### config.mk
export PLATFORM = sky130hd
export DESIGN_NAME = scaler_chain_param
export DESIGN_NICKNAME = d
export VERILOG_FILES = /design/src/rtl/scaler_chain_param.sv
export SDC_FILE = /design/constraint.sdc
export NUM_CORES = 1
export LEC_CHECK = 0
export ABC_AREA = 1
export ABC_CLOCK_PERIOD_IN_PS = 1800
export CORE_MARGIN = 3
export CORE_UTILIZATION = 32
export DETAILED_ROUTE_END_ITERATION = 10
export DONT_BUFFER_PORTS = 1
export REMOVE_ABC_BUFFERS = 1
export SYNTH_ARGS = -nofsm -noshare
export SYNTH_HDL_FRONTEND = slang
export SYNTH_SLANG_ARGS = --single-unit
### constraint.sdc
create_clock -name CLOCK -period 1.8 [get_ports CLOCK]
set_clock_uncertainty 0.05 [all_clocks]
set_input_delay 0.45 -clock CLOCK [delete_from_list [all_inputs] [get_ports CLOCK]]
set_output_delay 0.45 -clock CLOCK [all_outputs]
set_load 0.01 [all_outputs]
### src/rtl/scaler_chain_param.sv
`default_nettype none
// scaler_chain_param: STAGES-bit binary scaler with per-stage edge pulses, wrap pulse and windowed channel reads.
// Define SCALER_SNAPSHOT_EN to make a rd_lo-then-rd_hi pair coherent across a carry.
module scaler_chain_param #(
  parameter int STAGES  = 33,
  parameter int CHW     = 14,
  parameter int LO_BASE = 5
) (
  input  logic              CLOCK,
  input  logic              rst,
  input  logic              tick,
  input  logic              test_adv,
  input  logic              ld,
  input  logic [STAGES-1:0] ld_val,
  input  logic              rd_lo,
  input  logic              rd_hi,
  output logic [STAGES-1:0] stage,
  output logic [STAGES-1:0] rise,
  output logic [STAGES-1:0] fall,
  output logic              wrap,
  output logic [CHW-1:0]    chan,
  output logic              chan_valid
);

  localparam int HI_BASE = LO_BASE + CHW;

  // Both windows must fit inside the scaler.
  if (LO_BASE < 1 || HI_BASE + CHW - 1 > STAGES) begin : g_bad_window
    $error("scaler_chain_param: LO_BASE+2*CHW-1 exceeds STAGES");
  end

  logic              adv;
  logic [STAGES-1:0] inc;
  logic [CHW-1:0]    lo_win;
  logic [CHW-1:0]    hi_win;
  logic [CHW-1:0]    hi_rd;

  assign adv    = tick | test_adv;
  assign inc    = stage + STAGES'(1);
  assign lo_win = stage[LO_BASE-1 +: CHW];
  assign hi_win = stage[HI_BASE-1 +: CHW];

  always_ff @(posedge CLOCK) begin
    if (rst) begin
      stage <= '0;
      rise  <= '0;
      fall  <= '0;
      wrap  <= 1'b0;
    end else begin
      rise <= '0;
      fall <= '0;
      wrap <= 1'b0;
      if (ld) begin
        stage <= ld_val;
      end else if (adv) begin
        stage <= inc;
        rise  <= inc & ~stage;
        fall  <= ~inc & stage;
        wrap  <= &stage;
      end
    end
  end

`ifdef SCALER_SNAPSHOT_EN
  logic [CHW-1:0] snap;
  logic           snap_v;

  // A load makes any captured high window stale, so it wins over rd_lo.
  always_ff @(posedge CLOCK) begin
    if (rst) begin
      snap   <= '0;
      snap_v <= 1'b0;
    end else begin
      if (rd_lo) begin
        snap   <= hi_win;
        snap_v <= 1'b1;
      end else if (rd_hi) begin
        snap_v <= 1'b0;
      end
      if (ld) begin
        snap_v <= 1'b0;
      end
    end
  end

  assign hi_rd = snap_v ? snap : hi_win;
`else
  assign hi_rd = hi_win;
`endif

  // rd_lo wins a simultaneous request; the losing rd_hi is dropped, not queued.
  always_ff @(posedge CLOCK) begin
    if (rst) begin
      chan       <= '0;
      chan_valid <= 1'b0;
    end else begin
      chan_valid <= rd_lo | rd_hi;
      if (rd_lo) begin
        chan <= lo_win;
      end else if (rd_hi) begin
        chan <= hi_rd;
      end
    end
  end

endmodule
`default_nettype wire

==> results of run 1 <==
-- repair_timing --
item                       4_1_cts  5_1_grt
gates resized for setup         32       87
setup endpoints to repair       21       26
setup buffers                    2        4
pin swaps                        3       27
-- power by group --
part           switching [mW]  total, mW  leakage [nW]  internal [mW]
Clock                    1.13       3.03         0.259           1.90
Combinational           0.339      0.560          1.98          0.221
Sequential              0.110       2.72         0.939           2.61
-- through the flow --
step	area [um2]	TNS (ns)	hold WS (ns)	std cells
after floorplan	5300	-19.29	0.469	712
after global placement	6230	-0.790	0.440	1017
after detailed placement	6230	-1.79	0.441	1017
after CTS	6860	-0.0862	0.0256	1047
after global routing	7110	-0.202	0.0291	1051
final	7110	0	0.0438	1051
-- synthesized netlist by cell type --
| cell | number | area share |
|---|---|---|
| a21oi_1 | 16 | 0.015 |
| buf_4 | 11 | 0.015 |
| buf_2 | 6 | 0.0055 |
| inv_2 | 5 | 0.0034 |
| or2_2 | 1 | 0.0011 |
| nor2_4 | 1 | 0.0021 |
| clkbuf_1 | 7 | 0.0048 |
| nand4_1 | 7 | 0.0080 |
| nand2_1 | 100 | 0.068 |
| dfxtp_1 | 114 | 0.42 |
| inv_1 | 134 | 0.092 |
| nand3_2 | 2 | 0.0036 |
| buf_6 | 4 | 0.0082 |
| nand2_2 | 1 | 0.0011 |
| o21ai_1 | 14 | 0.013 |
| o21ai_0 | 79 | 0.072 |
| nor2_1 | 166 | 0.11 |
| nand3_1 | 3 | 0.0027 |
| nor2_2 | 2 | 0.0023 |
| o211ai_2 | 1 | 0.0023 |
| or2_1 | 1 | 0.0011 |
| ha_1 | 65 | 0.15 |
| clkbuf_2 | 2 | 0.0018 |
-- per-layer routing --
| layer | GRT usage | share of wire | up-vias |
|---|---|---|---|
| li1 | - | - | 2407 |
| met5 | 0 | 0 | - |
| met1 | 0.225 | 0.45 | 2156 |
| met2 | 0.278 | 0.46 | 158 |
| met3 | 0.0658 | 0.078 | 19 |
| met4 | 0.0466 | 0.012 | 0 |
-- area by class of cell --
cell class | count | area (um2)
Fill cell | 1752 | 9590
Multi-Input combinational cell | 459 | 2750
Sequential cell | 114 | 2340
Timing Repair Buffer | 91 | 699
Inverter | 139 | 522
Clock buffer | 23 | 498
Tap cell | 220 | 275
Clock inverter | 5 | 30.0
-- registers in the layout (all words and copies together) (netlist names) --
register	cells
fall	33
chan_valid	1
rise	33
stage	33
chan	14
-- path summary, 6_finish.rpt --
check,start,endpoint,slack [ns],cells after the start
min,rst,stage[0],0.04,1
max reg2reg,stage[1],stage[32],0.06,9
min reg2reg,stage[11],chan[7],0.45,2
max,stage[1],stage[32],0.06,9
-- cell families (layout without fill, tap and decap cells) --
family | Yosys count | after routing | share of synthesized area
AND/OR/NAND/NOR | 284 | 284 | 0.204
buffers and inverters | 169 | 258 | 0.130
flip-flops | 114 | 114 | 0.416
AO/OA/AOI/OAI | 110 | 110 | 0.102
adder cells (fa/ha/maj) | 65 | 65 | 0.148
-- critical path, stage by stage, from the launching register on --
cell	delay, ns
dfxtp_4	0.38
ha_4	0.15
nand3_4	0.10
nor2_4	0.21
nand2_4	0.11
nor2_2	0.14
ha_1	0.23
o21ai_0	0.15
nor2_1	0.07
nor2_1	0.09
==> results.md, run 1 <==
* Run status: finished, final reports clean
* GR Overflow Total at 0
* Die X at 137 um
* Core Util, Final at 0.426
* Least-Margin Pin Slew at 0.457 ns
* Hold Crit Class: in2reg
* 1st-iter DRT viols at 276
* Final hold vios at 0
* Max Cap Viol at 0
* Worst Slack Setup Final at 0.0582 ns
* Root Buffer: clkbuf_16
* Critical Path Sink Type: register
* Tcrit/Tclk final at 0.968
* Overall power at 6.31 mW
* Initial Utilization at 0.329
* FMAX at 0.574 GHz
* Aggregate global-route resource usage at 0.176
* Seq cells post-synth at 114
* RSZ-0062 raised after global routing: true
* Cells after Synth at 742
* Clock H-tree levels at 4
* Via count at 4740
* Worst setup SP type: register
* Hold_buf cts at 0
* Max VDD drop at 0.603 mV
* Commonest non-fill, non-tap cell in the layout: nor2_1
* Layout cells sized above 1 at 0.245
* Dpl ws at -0.223 ns
* First-pass GRT wire length at 25.0 mm
* CTS tree: yes
* Post-synthesis sequential area ratio at 0.416
* Hpwl dp at 12.0 mm
* Required time of the critical path at roughly 2.1 ns
* Skew-Pair Late Insertion Delay at between 0.4 and 0.5 ns
* Io pins at 155
* Critical path type: reg2reg
* Largest net degree at the start of global routing at approximately 70
* Distinct cells, synth at 23
* Core box area at 16700 um2
* Number of routed nets with antenna violations at 0
* IO Port Bufs at 0
* Initial antenna violation count at 0
* Mapped cell area at 5490 um2
* Pins Over Slew Limit at 0
* Lkg Pwr at 3.18 nW
* WL/cell at 15.6 um
* Antenna Diode Count at 0
* Routed WL at 16.4 mm
* Fin nets at just over 900
* TritonCTS Buffers at 17
* Most frequent cells in the layout: nor2_1 (143), inv_1 (128), dfxtp_1 (91), buf_4 (89), nand2_1 (85)
* Warnings, synthesis at 0
* Clk slew on worst S/H paths at approximately 0.050 ns
* Layout area overhead at 29.5%
* DIE AREA at 18800 um2
* Remaining DRCs at 0
* Worst Path Max Fanout at 4
* Pwr dens at 888 nW/um2
* CP Data Arrival Time at 2.04 ns
* Syn_area_per_cell at 7.40 um2
* Setup-failing EPs final at 0
* Crit path time final at 1.74 ns
* Routability cong. at just under 0.9
* CTS Sinks at 114
* Row Count at 47
* Vias in the first global route at about 4500
* Worst rel slew slack at 0.696
* 1st-pass router iterations at 5
* Height of the die at 137 um
* Vias per cell at 4.51
* Clk buf depth at 2
Note: power is estimated with default switching activity, not from simulation.
==> run 2: changes to the inputs <==
--- a/config.mk
+++ b/config.mk
@@ -6,11 +6,12 @@
 export NUM_CORES = 1
 export LEC_CHECK = 0
 export ABC_AREA = 1
-export ABC_CLOCK_PERIOD_IN_PS = 1800
+export ABC_CLOCK_PERIOD_IN_PS = 1670
 export CORE_MARGIN = 3
 export CORE_UTILIZATION = 32
 export DETAILED_ROUTE_END_ITERATION = 10
 export DONT_BUFFER_PORTS = 1
+export MAX_ROUTING_LAYER = met4
 export REMOVE_ABC_BUFFERS = 1
 export SYNTH_ARGS = -nofsm -noshare
 export SYNTH_HDL_FRONTEND = slang
==> constraint.sdc (replaced) <==
create_clock -name CLOCK -period 1.67 [get_ports CLOCK]
set_clock_uncertainty 0.05 [all_clocks]
set_input_delay 0.4175 -clock CLOCK [delete_from_list [all_inputs] [get_ports CLOCK]]
set_output_delay 0.4175 -clock CLOCK [all_outputs]
set_load 0.01 [all_outputs]
==> results.md, run 2 (synthesized netlist as in run 1, its figures left out) <==
* Run status: complete, but fails checks (was finished, final reports clean)
* Failing checks: negative setup slack
* Largest stage delay, worst path at 0.37 ns (was 0.38 ns)
* TritonCTS Buffers at 17 (unchanged)
* Critical path cell sequence: ha_4 > nand3_4 > nor2_4 > buf_6 > nand2_4 > buf_6 > inv_4 > ha_4 > o21ai_1 > nor2_1 > nor2_1 (was ha_4 > nand3_4 > nor2_4 > nand2_4 > nor2_2 > ha_1 > o21ai_0 > nor2_1 > nor2_1)
* Most used routing layer: met2 (unchanged)
* RSZ-0062 raised after global routing: true (unchanged)
* Remaining DRCs at 0 (unchanged)
* Antenna Diode Count at 0 (unchanged)
* Met3 Use GR at 0.0691 (was 0.0658)
* WL/cell at 15.6 um (about the same)
* Final instance area at 7970 um2 (was 7110 um2)
* R2R cell count at 11 (was 9)
* Max Cap Viol at 0 (unchanged)
* R2r endpoint: stage[12] (was stage[32])
* Most frequent cells in the layout: nor2_1 (135), inv_1 (118), buf_4 (107), dfxtp_1 (90), nand2_1 (82) (was nor2_1 (143), inv_1 (128), dfxtp_1 (91), buf_4 (89), nand2_1 (85))
* Routability cong. at 0.859 (was 0.885)
* Internal power at 5.50 mW (was 4.73 mW)
* Setup-failing EPs final at 16 (was 0)
* Layout cells sized above 1 at 0.347 (was 0.245)
* Initial antenna violation count at 0 (unchanged)
* Least-Margin Pin Slew at 0.374 ns (was 0.457 ns)
* Skew-Pair Late Insertion Delay at 0.42 ns (was 0.41 ns)
* Height of the die at 137 um (unchanged)
* GR Overflow Total at 0 (unchanged)
* 1st-pass router iterations at 4 (was 5)
* Layout area overhead at 45.2% (was 29.5%)
* R2r startpoint: stage[1] (unchanged)
* Dpl ws at -0.339 ns (was -0.223 ns)
* CP Data Arrival Time at 2.05 ns (was 2.04 ns)
* CTS tree: yes (unchanged)
* Hold Crit Class: in2reg (unchanged)
* Setup TNS at -0.611 ns (was 0 ns)
* Root Buffer: clkbuf_16 (unchanged)
* Largest net degree at the start of global routing at 68 (unchanged)
* Clk buf depth at 2 (unchanged)
* Fill count at 1647 (was 1752)
* Worst setup SP type: register (unchanged)
* Row Count at 47 (unchanged)
* Crit-path slowest cell: dfxtp_4 (unchanged)
* Sw Ratio at 0.253 (was 0.251)
* Switch Pwr at 1.86 mW (was 1.58 mW)
* Pwr dens at 924 nW/um2 (was 888 nW/um2)
* Via count at 4981 (was 4740)
* Routed WL at 17.1 mm (was 16.4 mm)
* Routing usage on met2 at 0.289 (was 0.278)
* Cells after DPL at 1033 (was 1017)
* Non-Filler Instances at 1092 (was 1051)
* Pins Over Slew Limit at 0 (unchanged)
* Clock network fraction of total power at 0.508 (was 0.480)
* Initial Utilization at 0.329 (unchanged)
* Overall power at 7.36 mW (was 6.31 mW)
* Hold Crit Depth at 2 (was 1)
* Clock H-tree levels at 4 (unchanged)
* Vias in the first global route at 4723 (was 4473)
* Io pins at 155 (unchanged)
* Hold endpoint: chan[12] (was stage[0])
* CTS Sinks at 114 (unchanged)
* Max VDD drop at 0.715 mV (was 0.603 mV)
* Required time of the critical path at 1.97 ns (was 2.10 ns)
* FF+latch area at 2340 um2 (about the same)
* Tcrit/Tclk final at 1.05 (was 0.968)
* Largest regs: fall: 33 flops, rise: 33 flops, stage: 33 flops (unchanged)
* Seq pwr share at 0.398 (was 0.431)
* Final hold vios at 0 (unchanged)
* Hpwl dp at 12.0 mm (about the same)
* Core box area at 16700 um2 (unchanged)
* Number of routed nets with antenna violations at 0 (unchanged)
* Critical path type: reg2reg (unchanged)
* Combinational share of power at 0.094 (was 0.089)
* Worst Path Max Fanout at 4 (unchanged)
* Worst Slack Setup Final at -0.0854 ns (was 0.0582 ns)
* DP Area at 6370 um2 (was 6230 um2)
* DIE AREA at 18800 um2 (unchanged)
* Vias per cell at 4.56 (was 4.51)
* 1st-iter DRT viols at 204 (was 276)
* IO Port Bufs at 0 (unchanged)
* Flop2flop setup slack at -0.09 ns (was 0.06 ns)
* Fin nets at 964 (was 927)
* Worst rel slew slack at 0.750 (was 0.696)
* Critical Path Sink Type: register (unchanged)
* Core Util, Final at 0.477 (was 0.426)
* Die X at 137 um (unchanged)
* Lkg Pwr at 3.46 nW (was 3.18 nW)
* Hold Slack at 0.0900 ns (was 0.0438 ns)
* First-pass GRT wire length at 25.9 mm (was 25.0 mm)
* Multi-input logic area at 3140 um2 (was 2750 um2)
* Crit path time final at 1.76 ns (was 1.74 ns)
* Worst hold start: rd_lo (was rst)
* Clk slew on worst S/H paths at 0.06 ns (was 0.05 ns)
* Commonest non-fill, non-tap cell in the layout: nor2_1 (unchanged)
* FMAX at 0.570 GHz (was 0.574 GHz)
* Aggregate global-route resource usage at 0.184 (was 0.176)
* Met1 Use GR at 0.224 (was 0.225)
run 2: worst max path at each step:
stage,from,to,depth (start not counted)
final,stage[1],stage[12],11
after global routing,stage[1],stage[8],9
after CTS,stage[1],stage[8],9
after detailed placement,stage[1],stage[28],9
after global placement,stage[19],stage[28],10
after floorplan,test_adv,fall[0],2
run 2: per-layer routing:
metal / vias to the layer above / part of all wire / wire [um]
li1: 2485 / - / -
met2: 136 / 0.49 / 8280
met1: 2346 / 0.43 / 7300
met5: - / 0 / 0
met3: 14 / 0.073 / 1250
met4: 0 / 0.013 / 227
run 2: layout make-up:
class | count | area share
clock buffers | 22 | 0.0620
clock inverters | 10 | 0.0154
inverters | 139 | 0.0674
multi-input cells | 459 | 0.394
flip-flops and latches | 114 | 0.293
well taps | 220 | 0.0345
repair buffers | 128 | 0.134
run 2: worst max-delay path: cells and delay by family, from the launching register on:
kind,cells,cell delay [ns]
AOI/OAI and AO/OA,1,0.12
buffers and inverters,3,0.31
DFF,1,0.37
adders and majority gates,2,0.32
and+or+nand+nor,5,0.50
run 2: power by group through the flow:
| stage | clock, mW | sequential, mW | combinational [mW] |
|---|---|---|---|
| after global placement | 0 | 2.98 | 0.591 |
| after floorplan | 0 | 3.01 | 0.260 |
| final | 3.74 | 2.93 | 0.691 |
| after detailed placement | 0 | 2.98 | 0.597 |
| after global routing | 3.97 | 2.94 | 0.771 |
| after CTS | 3.84 | 2.93 | 0.635 |
run 2: repair_timing:
item / CTS / global route
hold buffers: 1 / 0
endpoints found under the hold margin: 2 / 0
setup buffers: 12 / 17
pin swaps: 45 / 58
endpoints found under the setup margin: 50 / 40
resized for setup: 121 / 102
==> run 3: changes to the inputs <==
--- a/config.mk
+++ b/config.mk
@@ -6,7 +6,7 @@
 export NUM_CORES = 1
 export LEC_CHECK = 0
 export ABC_AREA = 1
-export ABC_CLOCK_PERIOD_IN_PS = 1670
+export ABC_CLOCK_PERIOD_IN_PS = 1700
 export CORE_MARGIN = 3
 export CORE_UTILIZATION = 32
 export DETAILED_ROUTE_END_ITERATION = 10
==> constraint.sdc (replaced) <==
create_clock -name CLOCK -period 1.7 [get_ports CLOCK]
set_clock_uncertainty 0.05 [all_clocks]
set_input_delay 0.425 -clock CLOCK [delete_from_list [all_inputs] [get_ports CLOCK]]
set_output_delay 0.425 -clock CLOCK [all_outputs]
set_load 0.01 [all_outputs]
==> results.md, run 3 (synthesized netlist as in run 1, its figures left out) <==
* R2r startpoint: stage[0] (was stage[1])
* Pins Over Slew Limit at 0 (unchanged)
* Number of routed nets with antenna violations at 0 (unchanged)
* Final instance area at 7660 um2 (was 7970 um2)
* Run status: complete, but fails checks (unchanged)
* Clock network fraction of total power at 0.518 (was 0.508)
* Remaining DRCs at 0 (unchanged)
* Max Cap Viol at 0 (unchanged)
* TritonCTS Buffers at 17 (unchanged)
* Core Util, Final at 0.458 (was 0.477)
* Tcrit/Tclk final at 1.03 (was 1.05)
* Clock H-tree levels at 4 (unchanged)
* Largest regs: fall: 33 flops, rise: 33 flops, stage: 33 flops (unchanged)
* FF+latch area at 2340 um2 (about the same)
* Setup-failing EPs final at 10 (was 16)
* Worst setup SP type: register (unchanged)
* Initial antenna violation count at 0 (unchanged)
* R2r endpoint: stage[16] (was stage[12])
* Row Count at 47 (unchanged)
* GR Overflow Total at 0 (unchanged)
* Hold Crit Class: in2reg (unchanged)
* 1st-iter DRT viols at 281 (was 204)
* Final hold vios at 0 (unchanged)
* Clk buf depth at 2 (unchanged)
* Least-Margin Pin Slew at 0.320 ns (was 0.374 ns)
* Routability cong. at 0.914 (was 0.859)
* Multi-input logic area at 2980 um2 (was 3140 um2)
* Fin nets at 947 (was 964)
* Internal power at 5.53 mW (was 5.50 mW)
* Switch Pwr at 1.79 mW (was 1.86 mW)
* Most frequent cells in the layout: nor2_1 (133), inv_1 (124), buf_4 (101), dfxtp_1 (91), nand2_1 (83) (was nor2_1 (135), inv_1 (118), buf_4 (107), dfxtp_1 (90), nand2_1 (82))
* Layout cells sized above 1 at 0.301 (was 0.347)
* 1st-pass router iterations at 5 (was 4)
* Hold Slack at 0.104 ns (was 0.0900 ns)
* Vias in the first global route at 4607 (was 4723)
* Fill count at 1687 (was 1647)
* Largest net degree at the start of global routing at 68 (unchanged)
* Worst Slack Setup Final at -0.0448 ns (was -0.0854 ns)
* Required time of the critical path at 2.00 ns (was 1.97 ns)
* Critical Path Sink Type: register (unchanged)
* Skew-Pair Late Insertion Delay at 0.42 ns (about the same)
* Commonest non-fill, non-tap cell in the layout: nor2_1 (unchanged)
* DIE AREA at 18800 um2 (unchanged)
* Seq pwr share at 0.393 (was 0.398)
* Worst rel slew slack at 0.786 (was 0.750)
* Crit path time final at 1.74 ns (was 1.76 ns)
* Layout area overhead at 39.5% (was 45.2%)
* Lkg Pwr at 3.36 nW (was 3.46 nW)
* CTS Sinks at 114 (unchanged)
* Most used routing layer: met2 (unchanged)
* Pwr dens at 956 nW/um2 (was 924 nW/um2)
* Root Buffer: clkbuf_16 (unchanged)
* Height of the die at 137 um (unchanged)
* Core box area at 16700 um2 (unchanged)
* Met1 Use GR at 0.224 (about the same)
* Routing usage on met2 at 0.286 (was 0.289)
* Initial Utilization at 0.329 (unchanged)
* Hpwl dp at 12.1 mm (was 12.0 mm)
* Critical path type: reg2reg (unchanged)
* Die X at 137 um (unchanged)
* Vias per cell at 4.57 (was 4.56)
* WL/cell at 15.9 um (was 15.6 um)
* R2R cell count at 10 (was 11)
* CTS tree: yes (unchanged)
* Max VDD drop at 0.693 mV (was 0.715 mV)
* Hold Crit Depth at 2 (unchanged)
* FMAX at 0.573 GHz (was 0.570 GHz)
* Worst hold start: rd_lo (unchanged)
* DP Area at 6340 um2 (was 6370 um2)
* Worst Path Max Fanout at 4 (unchanged)
* Io pins at 155 (unchanged)
* Combinational share of power at 0.089 (was 0.094)
* Via count at 4911 (was 4981)
* Sw Ratio at 0.244 (was 0.253)
* Flop2flop setup slack at -0.04 ns (was -0.09 ns)
* CP Data Arrival Time at 2.04 ns (was 2.05 ns)
* RSZ-0062 raised after global routing: true (unchanged)
* IO Port Bufs at 0 (unchanged)
* Aggregate global-route resource usage at 0.185 (was 0.184)
* Hold endpoint: chan[1] (was chan[12])
* Met3 Use GR at 0.0669 (was 0.0691)
* First-pass GRT wire length at 25.5 mm (was 25.9 mm)
* Clk slew on worst S/H paths at 0.06 ns (about the same)
* Routed WL at 17.1 mm (about the same)
* Failing checks: negative setup slack (unchanged)
* Antenna Diode Count at 0 (unchanged)
-- run 3: cell count changes in the layout (fill, tap and decap cells not counted), sizes merged --
cell	change
clkinvlp	-3
clkbuf	+3
inv	-2
buf	-17
bufinv	+1
clkinv	+1
-- run 3: layer usage --
metal,part of all wire,up-vias,routed length (um)
met2,0.47,151,8110
li1,-,2456,-
met3,0.078,17,1330
met5,0,-,0
met4,0.013,0,227
met1,0.43,2287,7430
-- run 3: timing repair --
item,in CTS,in global routing
setup endpoints to repair,47,32
setup buffers,8,6
hold buffers,1,0
pin swaps,21,33
hold endpoints to repair,2,0
gates resized for setup,101,74
-- run 3: cell type report --
class / instances / area share
timing repair buffer: 111 / 0.118
multi-input combinational: 459 / 0.389
tap: 220 / 0.0359
clock inverter: 7 / 0.0158
clock buffer: 25 / 0.0660
sequential: 114 / 0.305
inverter: 139 / 0.0698
-- run 3: power groups by stage --
stage | Clock, mW | Combinational (mW) | Sequential, mW
finish | 3.79 | 0.651 | 2.88
detailed placement | 0 | 0.593 | 2.92
global route | 3.98 | 0.736 | 2.89
global placement | 0 | 0.586 | 2.92
floorplan | 0 | 0.256 | 2.95
CTS | 3.87 | 0.628 | 2.88
-- run 3: per-stage QoR --
step | cells | total power [mW] | worst slack (ns) | setup TNS, ns
final | 1075 | 7.32 | -0.0448 | -0.210
after global routing | 1075 | 7.61 | -0.157 | -2.48
after CTS | 1070 | 7.38 | -0.0360 | -0.0928
after floorplan | 712 | 3.21 | -0.349 | -25.46
after detailed placement | 1029 | 3.52 | -0.345 | -5.40
after global placement | 1029 | 3.51 | -0.278 | -3.10
-- run 3: worst max-delay path: stages (launching register included) --
cell and delay, ns:
dfxtp_4 0.37, ha_4 0.15, nand3_4 0.09, nor2_4 0.23
nand2_4 0.12, buf_6 0.14, inv_4 0.05, ha_4 0.19
o21ai_2 0.13, nor2_1 0.05, nor2_1 0.10
-- run 3: worst max path at each step --
| stage | start | end | slack (ns) | cells after the start |
|---|---|---|---|---|
| after floorplan | test_adv | fall[0] | -0.35 | 2 |
| after global placement | stage[0] | stage[22] | -0.28 | 9 |
| after detailed placement | stage[1] | stage[22] | -0.35 | 9 |
| after CTS | stage[1] | stage[28] | -0.04 | 9 |
| after global routing | stage[0] | stage[16] | -0.16 | 10 |
| final | stage[0] | stage[16] | -0.04 | 10 |
